--- src/rtl/register_xfer_counter_if.sv ---
// Bus bundle for register_xfer_counter: addr/xfer/main bus data, active-low
// controls and the value/enable/status outputs.
// REGISTER_XFER_SHADOW_EN adds the active-low save/restore controls.
interface register_xfer_counter_if #(
    parameter int WIDTH_AX   = 16,
    parameter int WIDTH_MAIN = 8
);
    localparam int LANES = WIDTH_AX / WIDTH_MAIN;
    localparam int LSEL  = (LANES > 1) ? $clog2(LANES) : 1;

    logic [WIDTH_AX-1:0]   addr_in;
    logic [WIDTH_AX-1:0]   xfer_in;
    logic [WIDTH_MAIN-1:0] main_in;
    logic [LSEL-1:0]       lane_sel;
    logic                  load_xfer;
    logic                  load_addr;
    logic                  load_main;
    logic                  inc;
    logic                  dec;
    logic                  assert_addr;
    logic                  assert_xfer;
    logic                  assert_main;
`ifdef REGISTER_XFER_SHADOW_EN
    logic                  save;
    logic                  restore;
`endif
    logic [WIDTH_AX-1:0]   addr_out;
    logic [WIDTH_AX-1:0]   xfer_out;
    logic [WIDTH_MAIN-1:0] main_out;
    logic                  addr_en;
    logic                  xfer_en;
    logic                  main_en;
    logic                  zero;
    logic                  wrap;

`ifdef REGISTER_XFER_SHADOW_EN
    modport master (
        output addr_in, xfer_in, main_in, lane_sel,
        output load_xfer, load_addr, load_main, inc, dec,
        output assert_addr, assert_xfer, assert_main, save, restore,
        input  addr_out, xfer_out, main_out, addr_en, xfer_en, main_en, zero, wrap
    );
    modport slave (
        input  addr_in, xfer_in, main_in, lane_sel,
        input  load_xfer, load_addr, load_main, inc, dec,
        input  assert_addr, assert_xfer, assert_main, save, restore,
        output addr_out, xfer_out, main_out, addr_en, xfer_en, main_en, zero, wrap
    );
`else
    modport master (
        output addr_in, xfer_in, main_in, lane_sel,
        output load_xfer, load_addr, load_main, inc, dec,
        output assert_addr, assert_xfer, assert_main,
        input  addr_out, xfer_out, main_out, addr_en, xfer_en, main_en, zero, wrap
    );
    modport slave (
        input  addr_in, xfer_in, main_in, lane_sel,
        input  load_xfer, load_addr, load_main, inc, dec,
        input  assert_addr, assert_xfer, assert_main,
        output addr_out, xfer_out, main_out, addr_en, xfer_en, main_en, zero, wrap
    );
`endif
endinterface

--- src/rtl/register_xfer_counter.sv ---
// Transfer register with whole-word loads from the xfer/addr buses, byte-lane
// loads from the main bus, and up/down counting by STEP with a one-cycle wrap
// pulse. Serves as PC, SP or pointer register.
// Optional feature: define REGISTER_XFER_SHADOW_EN for a shadow copy with
// active-low save/restore (restore ranks just below reset).
// WIDTH_AX must be a multiple of WIDTH_MAIN.
module register_xfer_counter #(
    parameter int                  WIDTH_AX      = 16,
    parameter int                  WIDTH_MAIN    = 8,
    parameter logic [WIDTH_AX-1:0] DEFAULT_VALUE = '0,
    parameter int                  STEP          = 1
) (
    input logic                    clk,
    input logic                    reset,
    register_xfer_counter_if.slave bus
);
    localparam int LANES = WIDTH_AX / WIDTH_MAIN;
    localparam int LSEL  = (LANES > 1) ? $clog2(LANES) : 1;
    localparam logic [WIDTH_AX:0] STEP_X = (WIDTH_AX+1)'(STEP);

    typedef logic [LANES-1:0][WIDTH_MAIN-1:0] lanes_t;

    lanes_t            value_q;
    lanes_t            value_d;
    lanes_t            lane_merge;
    logic              wrap_q;
    logic              wrap_d;
    logic [WIDTH_AX:0] sum_x;
    logic [WIDTH_AX:0] diff_x;
`ifdef REGISTER_XFER_SHADOW_EN
    lanes_t            shadow_q;
`endif

    // Extra top bit catches carry-out on inc and borrow on dec.
    assign sum_x  = {1'b0, value_q} + STEP_X;
    assign diff_x = {1'b0, value_q} - STEP_X;

    // Main-bus write touches only the selected lane; an out-of-range lane_sel matches nothing.
    always_comb begin
        lane_merge = value_q;
        for (int l = 0; l < LANES; l++) begin
            if (bus.lane_sel == LSEL'(l)) lane_merge[l] = bus.main_in;
        end
    end

    // Next value by priority; wrap only ever set by a lone inc or dec.
    always_comb begin
        value_d = value_q;
        wrap_d  = 1'b0;
`ifdef REGISTER_XFER_SHADOW_EN
        if (!bus.restore)
            value_d = shadow_q;
        else
`endif
        if (!bus.load_xfer)
            value_d = bus.xfer_in;
        else if (!bus.load_addr)
            value_d = bus.addr_in;
        else if (!bus.load_main)
            value_d = lane_merge;
        else if (!bus.inc && bus.dec) begin
            value_d = sum_x[WIDTH_AX-1:0];
            wrap_d  = sum_x[WIDTH_AX];
        end else if (!bus.dec && bus.inc) begin
            value_d = diff_x[WIDTH_AX-1:0];
            wrap_d  = diff_x[WIDTH_AX];
        end
    end

    // Value and wrap registers; reset overrides every control.
    always_ff @(posedge clk) begin
        if (reset) begin
            value_q <= DEFAULT_VALUE;
            wrap_q  <= 1'b0;
        end else begin
            value_q <= value_d;
            wrap_q  <= wrap_d;
        end
    end

`ifdef REGISTER_XFER_SHADOW_EN
    // Shadow captures the pre-edge value, so save+restore together swaps.
    always_ff @(posedge clk) begin
        if (reset)
            shadow_q <= DEFAULT_VALUE;
        else if (!bus.save)
            shadow_q <= value_q;
    end
`endif

    // Read the selected lane; out-of-range lane_sel reads as zero.
    always_comb begin
        bus.main_out = '0;
        for (int l = 0; l < LANES; l++) begin
            if (bus.lane_sel == LSEL'(l)) bus.main_out = value_q[l];
        end
    end

    assign bus.addr_out = value_q;
    assign bus.xfer_out = value_q;
    assign bus.addr_en  = ~bus.assert_addr;
    assign bus.xfer_en  = ~bus.assert_xfer;
    assign bus.main_en  = ~bus.assert_main;
    assign bus.zero     = (value_q == '0);
    assign bus.wrap     = wrap_q;
endmodule

--- src/flat_wrapper.sv ---
// flat-port wrapper written by rule: the top's interface ports become plain ports
module register_xfer_counter_flat 
#(
    parameter int                  WIDTH_AX      = 16,
    parameter int                  WIDTH_MAIN    = 8,
    parameter logic [WIDTH_AX-1:0] DEFAULT_VALUE = '0,
    parameter int                  STEP          = 1
)
  (clk, reset, bus_addr_in, bus_xfer_in, bus_main_in, bus_lane_sel, bus_load_xfer, bus_load_addr, bus_load_main, bus_inc, bus_dec, bus_assert_addr, bus_assert_xfer, bus_assert_main, bus_addr_out, bus_xfer_out, bus_main_out, bus_addr_en, bus_xfer_en, bus_main_en, bus_zero, bus_wrap);
  register_xfer_counter_if #(.WIDTH_AX(WIDTH_AX), .WIDTH_MAIN(WIDTH_MAIN)) bus_i ();
  input logic clk;
  input logic reset;
  input wire logic [$bits(bus_i.addr_in)-1:0] bus_addr_in;
  input wire logic [$bits(bus_i.xfer_in)-1:0] bus_xfer_in;
  input wire logic [$bits(bus_i.main_in)-1:0] bus_main_in;
  input wire logic [$bits(bus_i.lane_sel)-1:0] bus_lane_sel;
  input wire logic [$bits(bus_i.load_xfer)-1:0] bus_load_xfer;
  input wire logic [$bits(bus_i.load_addr)-1:0] bus_load_addr;
  input wire logic [$bits(bus_i.load_main)-1:0] bus_load_main;
  input wire logic [$bits(bus_i.inc)-1:0] bus_inc;
  input wire logic [$bits(bus_i.dec)-1:0] bus_dec;
  input wire logic [$bits(bus_i.assert_addr)-1:0] bus_assert_addr;
  input wire logic [$bits(bus_i.assert_xfer)-1:0] bus_assert_xfer;
  input wire logic [$bits(bus_i.assert_main)-1:0] bus_assert_main;
  output wire logic [$bits(bus_i.addr_out)-1:0] bus_addr_out;
  output wire logic [$bits(bus_i.xfer_out)-1:0] bus_xfer_out;
  output wire logic [$bits(bus_i.main_out)-1:0] bus_main_out;
  output wire logic [$bits(bus_i.addr_en)-1:0] bus_addr_en;
  output wire logic [$bits(bus_i.xfer_en)-1:0] bus_xfer_en;
  output wire logic [$bits(bus_i.main_en)-1:0] bus_main_en;
  output wire logic [$bits(bus_i.zero)-1:0] bus_zero;
  output wire logic [$bits(bus_i.wrap)-1:0] bus_wrap;
  assign bus_i.addr_in = bus_addr_in;
  assign bus_i.xfer_in = bus_xfer_in;
  assign bus_i.main_in = bus_main_in;
  assign bus_i.lane_sel = bus_lane_sel;
  assign bus_i.load_xfer = bus_load_xfer;
  assign bus_i.load_addr = bus_load_addr;
  assign bus_i.load_main = bus_load_main;
  assign bus_i.inc = bus_inc;
  assign bus_i.dec = bus_dec;
  assign bus_i.assert_addr = bus_assert_addr;
  assign bus_i.assert_xfer = bus_assert_xfer;
  assign bus_i.assert_main = bus_assert_main;
  assign bus_addr_out = bus_i.addr_out;
  assign bus_xfer_out = bus_i.xfer_out;
  assign bus_main_out = bus_i.main_out;
  assign bus_addr_en = bus_i.addr_en;
  assign bus_xfer_en = bus_i.xfer_en;
  assign bus_main_en = bus_i.main_en;
  assign bus_zero = bus_i.zero;
  assign bus_wrap = bus_i.wrap;
  register_xfer_counter #(.WIDTH_AX(WIDTH_AX), .WIDTH_MAIN(WIDTH_MAIN), .DEFAULT_VALUE(DEFAULT_VALUE), .STEP(STEP)) u_core (.clk(clk), .reset(reset), .bus(bus_i));
endmodule
--- config.mk ---
export PLATFORM = sky130hd
export DESIGN_NAME = register_xfer_counter_flat
export DESIGN_NICKNAME = d
export VERILOG_FILES = /design/src/rtl/register_xfer_counter_if.sv /design/src/rtl/register_xfer_counter.sv /design/src/flat_wrapper.sv
export SDC_FILE = /design/constraint.sdc
export NUM_CORES = 1
export LEC_CHECK = 0
export ABC_AREA = 0
export BUFFER_PORTS_ARGS = -buffer_cell sky130_fd_sc_hd__buf_4
export CAP_MARGIN = 15
export CORE_MARGIN = 1
export CORE_UTILIZATION = 48
export CTS_BUF_LIST = sky130_fd_sc_hd__clkbuf_4 sky130_fd_sc_hd__clkbuf_8 sky130_fd_sc_hd__clkbuf_16
export DETAILED_ROUTE_END_ITERATION = 8
export PLACE_DENSITY = 0.82
export SYNTH_ARGS = -nofsm -noshare
export SYNTH_HDL_FRONTEND = slang
export SYNTH_SLANG_ARGS = --single-unit
--- constraint.sdc ---
create_clock -name clk -period 2.25 [get_ports clk]
set_input_delay 0.45 -clock clk [delete_from_list [all_inputs] [get_ports clk]]
set_output_delay 0.45 -clock clk [all_outputs]
set_load 0.05 [all_outputs]
==> results.py, run 1 <==
metrics = {
    "setup_path": {
        "slowest_delay_ns": 0.41,
        "ff2ff_setup_slack_ns": 0.18,
        "r2r-end": "u_core.bus.addr_out[14]$_SDFFE_PP0P_",
        "slowest_stage": "dfxtp_1",
        "rr_startpoint": "u_core.bus.addr_out[4]$_SDFFE_PP0P_",
        "critical_path.top_delay_family": "simple AND/OR/NAND/NOR gates",
        "cp_cell_sequence": "nor4_2 > nand3_1 > nor4_4 > buf_6",
        "cp-start-kind": "flop",
        "path_max_fanout": 9,
        "cp.arrival_ns": 1.73,
        "path_buf_inv": 1,
        "ff2ff_path_depth": 5,
        "critPathRequiredTime_ns": 1.80,
        "crit_path_end_kind": "primary output",
        "setup.worst_path.class": "reg2out",
        "crit_start": "u_core.bus.addr_out[8]$_SDFFE_PP0P_",
    },
    "worst_hold_path": {
        "min_from": "bus_xfer_in[2]",
        "hold_end": "u_core.bus.addr_out[2]$_SDFFE_PP0P_",
        "hold_depth": 3,
        "hold_path.class": "in2reg",
    },
    "final_layout": {
        "n_antenna_cell": 0,
        "final_core_util_pct": 68.3,
        "final_nets": 427,
        "stdcell_count": 423,
        "syn2layout_area_growth_pct": 35.3,
        "final_layout_size_suffix_gt1_share_pct": 35.1,
        "fin_area_um2": 2770,
    },
    "clock_tree": {
        "clock_latency_ns": 0.26,
        "htree_levels": 1,
        "cts_root_buf": "clkbuf_8",
        "numCtsBuffers": 3,
        "path_clk_slew_ns": 0.08,
        "cts_buffer_depth": 2,
        "cts_tree": "built",
        "clkSinkCount": 17,
    },
    "die": {
        "die_y_um": 67.3,
        "core_area_um2": 4060,
        "dieArea_um2": 4530,
        "ioPinCount": 96,
        "initial_core_util_pct": 50.5,
        "num_rows": 23,
        "die_width_um": 67.3,
    },
    "timing": {
        "tightestPinTransition_ns": 0.848,
        "timing.fmax_mhz": 459,
        "tns_ns": 0,
        "hold_viol": 0,
        "slew_violations": 0,
        "fin_crit_ns": 2.18,
        "period_share_pct": 96.9,
        "rsz0062_at_grt": "false",
        "clock_skew_ns": 0.00122,
        "finalSetupViolations": 0,
        "slew_headroom_pct": 43.3,
    },
    "placed_design": {
        "io_buffers": 95,
        "place.gp.congestion": 0.955,
        "dp_hpwl_um": 5270,
        "placedCellCount": 418,
        "dpl_cell_area_um2": 2700,
    },
    "drt": {
        "vias": 2505,
        "dr.pass1.iters": 5,
        "drtIter0Drc": 243,
        "viasPerCell": 5.92,
        "antenna_left": 0,
        "wl_um": 6720,
        "wire_per_inst_um": 15.9,
        "drc": 0,
    },
    "synthesis": {
        "ys_seq_area_share_pct": 16.6,
        "syn_inst": 305,
        "avgSynthCellArea_um2": 6.72,
        "synth_common_cells": "37 x nor2_1, 25 x clkbuf_1, 25 x o21ai_0",
        "syn_nets": 358,
        "yosysTopAreaCell": "dfxtp_1",
        "syn_area_um2": 2050,
        "synthArstFlopShare_pct": 0,
        "yosys_register_bits": 17,
        "ys_top_cells_by_area": "dfxtp_1 17%, nor2_1 6.8%, o21ai_0 6.1%",
        "synth_most_common_cell": "nor2_1",
        "synth.distinct_cells": 50,
        "synth_top_area_share_pct": 16.6,
        "yosys_warnings": 0,
        "synth_edf_count": 0,
        "yosys_most_used_dff": "dfxtp_1",
    },
    "power": {
        "power_mw": 1.42,
        "pwr_density_cell_nw_per_um2": 513,
        "intPower_mw": 0.744,
        "p_clk_share_pct": 17.7,
        "peakVddDrop_mv": 0.283,
        "seq_power_share_pct": 26.5,
        "p_comb_share_pct": 55.8,
        "p_sw_share_pct": 47.6,
        "leakage_nw": 1.24,
        "power_switching_mw": 0.677,
    },
    "global_routing": {
        "grt_pass1_vias": 2131,
        "antenna_found_initial": 0,
        "grt_max_degree": 22,
        "overflow": 0,
        "grt_pass1_wl_um": 10400,
        "track_usage_pct": 30.5,
    },
    "status": {
        "status": "completed",
    },
    "job": {
        "max-cap-violations": 0,
    },
}
[cell usage in the layout, fill, tap and decap left out, types with 4 or more instances in the layout]
cell type,count
nand3_1,8
and3_1,4
mux2_2,6
o22ai_1,4
dfxtp_2,4
a21oi_1,23
a31oi_1,9
nand3b_1,8
nor3_1,9
nand4_1,5
nand2b_1,13
inv_1,14
o21ai_0,24
nor2b_1,5
o221ai_1,5
buf_4,108
a211oi_1,5
nand2_1,12
nor2_1,36
dfxtp_1,13
mux2i_1,10
[logic make-up after synthesis]
kind of cell / count (synthesis) / share of synthesized area [%]
AND/OR/NAND/NOR: 118 / 30.7
AO/OA/AOI/OAI: 90 / 27.7
buffers and inverters: 59 / 14.2
flip-flops: 17 / 16.6
multiplexers: 16 / 8.19
XOR/XNOR: 3 / 1.28
adder cells (fa/ha/maj): 2 / 1.22
[worst min-delay path, stage by stage]
cell	delay, ns
buf_4	0.11
nand2b_1	0.06
a311oi_1	0.08
[sequential cells by signal, indices dropped and copies added, names as in the netlist]
signal and flops:
u_core.bus.addr_out 16, u_core.bus.wrap 1
[area by class of cell]
class	count	area, um^2
clock buffers	3	41.3
clock inverters	1	5.00
fillers	381	1290
inverters	14	52.6
multi-input cells	229	1440
flip-flops and latches	17	345
well taps	50	62.6
repair buffers	109	822
[repair_timing]
action	in CTS	in global routing
gates resized for setup	2	2
setup buffers	1	0
hold buffers	0	0
endpoints found under the setup margin	1	1
pin swaps	1	1
cloned	0	0
[metrics by stage]
step / setup slack, ns / hold slack [ns]
after floorplan: 0.0186 / 0.614
after global placement: 0.211 / 0.529
after detailed placement: 0.0888 / 0.537
after CTS: 0.0279 / 0.474
after global routing: 0.0119 / 0.480
final: 0.0697 / 0.475
[metal layers]
layer	global-route usage (%)	wire length, um	vias to the layer above
li1	-	-	1218
met1	40.1	2940	1160
met2	52.3	3230	120
met3	3.89	471	7
met4	7.45	78	0
met5	0	0	-
[how the worst max path moves through the flow]
stage,end,cells after the start
2_1_floorplan,bus_zero,3
3_3_place_gp,u_core.bus.addr_out[4]$_SDFFE_PP0P_,8
3_5_place_dp,u_core.bus.addr_out[14]$_SDFFE_PP0P_,7
4_1_cts,bus_zero,5
5_1_grt,bus_zero,5
6_report,bus_zero,4
[power groups by stage]
stage | combinational [mW] | clock, mW | sequential (mW)
floorplan | 0.483 | 0 | 0.456
global route | 0.840 | 0.266 | 0.381
finish | 0.793 | 0.252 | 0.376
detailed placement | 0.783 | 0 | 0.380
global placement | 0.777 | 0 | 0.380
CTS | 0.787 | 0.250 | 0.374
(Power assumes the default switching activity.)
==> run 2, diff against run 1 <==
PLACE_DENSITY = 0.79   (was 0.82)
==> results.py, run 2 (synthesized netlist as in run 1, its figures left out) <==
metrics = {
    "final_layout": {
        "final_layout_size_suffix_gt1_share_pct": 34.9,
        "syn2layout_area_growth_pct": 34.8,
        "layout_common_cells": "107 x buf_4, 36 x nor2_1, 24 x o21ai_0, 23 x a21oi_1",
        "n_antenna_cell": 0,
        "layout_commonest_cell": "buf_4",
        "final_nets": 426,
        "fillCellCount": 382,
        "largest_reg_flops": 16,
        "fin_area_um2": 2760,
    },
    "placed_design": {
        "io_buffers": 95,
        "place.gp.congestion": 0.985,
        "dpl_cell_area_um2": 2690,
        "dp_hpwl_um": 5140,
    },
    "clock_tree": {
        "cts_tree": "built",
        "htree_levels": 1,
        "clock_latency_ns": 0.26,
        "hold_buffers": 0,
        "cts_root_buf": "clkbuf_8",
        "path_clk_slew_ns": 0.08,
        "numCtsBuffers": 3,
        "cts_buffer_depth": 2,
        "clkSinkCount": 17,
    },
    "die": {
        "ioPinCount": 96,
        "num_rows": 23,
        "initial_core_util_pct": 50.5,
        "dieArea_um2": 4530,
        "core_area_um2": 4060,
        "die_width_um": 67.3,
        "die_y_um": 67.3,
    },
    "drt": {
        "viasPerCell": 5.91,
        "dr.pass1.iters": 5,
        "drtIter0Drc": 260,
        "drc": 0,
        "vias": 2496,
        "wire_per_inst_um": 15.9,
        "wl_um": 6720,
        "antenna_left": 0,
    },
    "setup_path": {
        "cp.arrival_ns": 1.75,
        "slowest_delay_ns": 0.54,
        "critPathRequiredTime_ns": 1.80,
        "cp-start-kind": "flop",
        "path_max_fanout": 10,
        "slowest_stage": "or4_1",
        "cp_cell_sequence": "or4_1 > nor4_4 > buf_6",
        "setup.worst_path.class": "reg2out",
        "crit_path_end_kind": "primary output",
    },
    "timing": {
        "fin_crit_ns": 2.20,
        "clock_skew_ns": 0.00262,
        "finalSetupViolations": 0,
        "tightestPinTransition_ns": 0.855,
        "slew_violations": 0,
        "hold_viol": 0,
        "period_share_pct": 97.7,
        "timing.fmax_mhz": 455,
        "rsz0062_at_grt": "false",
        "slew_headroom_pct": 42.9,
        "tns_ns": 0,
    },
    "status": {
        "status": "completed",
    },
    "power": {
        "leakage_nw": 1.24,
        "pwr_density_cell_nw_per_um2": 517,
        "peakVddDrop_mv": 0.337,
    },
    "worst_hold_path": {
        "hold_path.class": "in2reg",
    },
    "global_routing": {
        "track_usage_pct": 31.6,
        "antenna_found_initial": 0,
        "overflow": 0,
        "grt_pass1_wl_um": 10800,
        "grt_max_degree": 24,
        "grt_pass1_vias": 2218,
    },
    "job": {
        "max-cap-violations": 0,
    },
}
## run 2: changes by cell type in the layout (fill, tap and decap cells not counted), sizes merged
cell / previous run / this run
buf: 109 / 108
clkinv: 1 / 0
clkbuf: 3 / 4
## run 2: where the power goes
part | leakage, nW | internal [mW] | switching (mW) | total (mW)
registers | 0.142 | 0.329 | 0.0519 | 0.381
clock network | 0.0262 | 0.138 | 0.123 | 0.261
logic | 1.07 | 0.290 | 0.495 | 0.784
total | 1.24 | 0.757 | 0.670 | 1.43
## run 2: path summary, 6_finish.rpt
path	start	slack (ns)	cells past startpoint	to
worst min register to register	u_core.bus.addr_out[6]$_SDFFE_PP0P_	0.57	2	u_core.bus.addr_out[6]$_SDFFE_PP0P_
worst min-delay path	bus_xfer_in[3]	0.48	3	u_core.bus.addr_out[3]$_SDFFE_PP0P_
worst max register to register	u_core.bus.addr_out[4]$_SDFFE_PP0P_	0.23	6	u_core.bus.addr_out[13]$_SDFFE_PP0P_
worst max-delay path	u_core.bus.addr_out[14]$_SDFFE_PP0P_	0.05	3	bus_zero
## run 2: area by class of cell
cell class | instances | area, um^2 | share of cell area, %
Multi-Input combinational cell | 229 | 1440 | 52.0
Timing Repair Buffer | 108 | 815 | 29.5
Sequential cell | 17 | 345 | 12.5
Tap cell | 50 | 62.6 | 2.27
Inverter | 14 | 52.6 | 1.90
Clock buffer | 4 | 48.8 | 1.77
## run 2: what timing repair did
item                       CTS  global route
gates cloned                 0             0
setup endpoints to repair    1             1
pin swaps                    1             2
resized for setup            3             1
buffers inserted             1             1
## run 2: stage by stage
stage	power (mW)	worst slack, ns	cells	hold WS, ns	utilization (%)
after floorplan	0.939	0.0186	305	0.614	-
after global placement	1.15	0.119	416	0.537	66.2
after detailed placement	1.16	0.0961	416	0.550	66.2
after CTS	1.42	0.0139	421	0.474	67.8
after global routing	1.50	0.00831	422	0.487	68.0
final	1.43	0.0513	422	0.475	68.0
## run 2: worst max-delay path: cells and delay by family (launching register included)
family / cells / cell delay [ns]
simple gates: 2 / 0.86
flops: 1 / 0.42
buf+inv: 1 / 0.21
## run 2: per-layer routing
layer	share of wire, %	vias to the layer above	routed length, um	GRT usage [%]
met5	0	-	0	0
met4	2.7	0	182	11.4
met3	8.9	18	597	6.42
met2	45	136	3050	51.7
met1	43	1120	2890	40.6
li1	-	1222	-	-
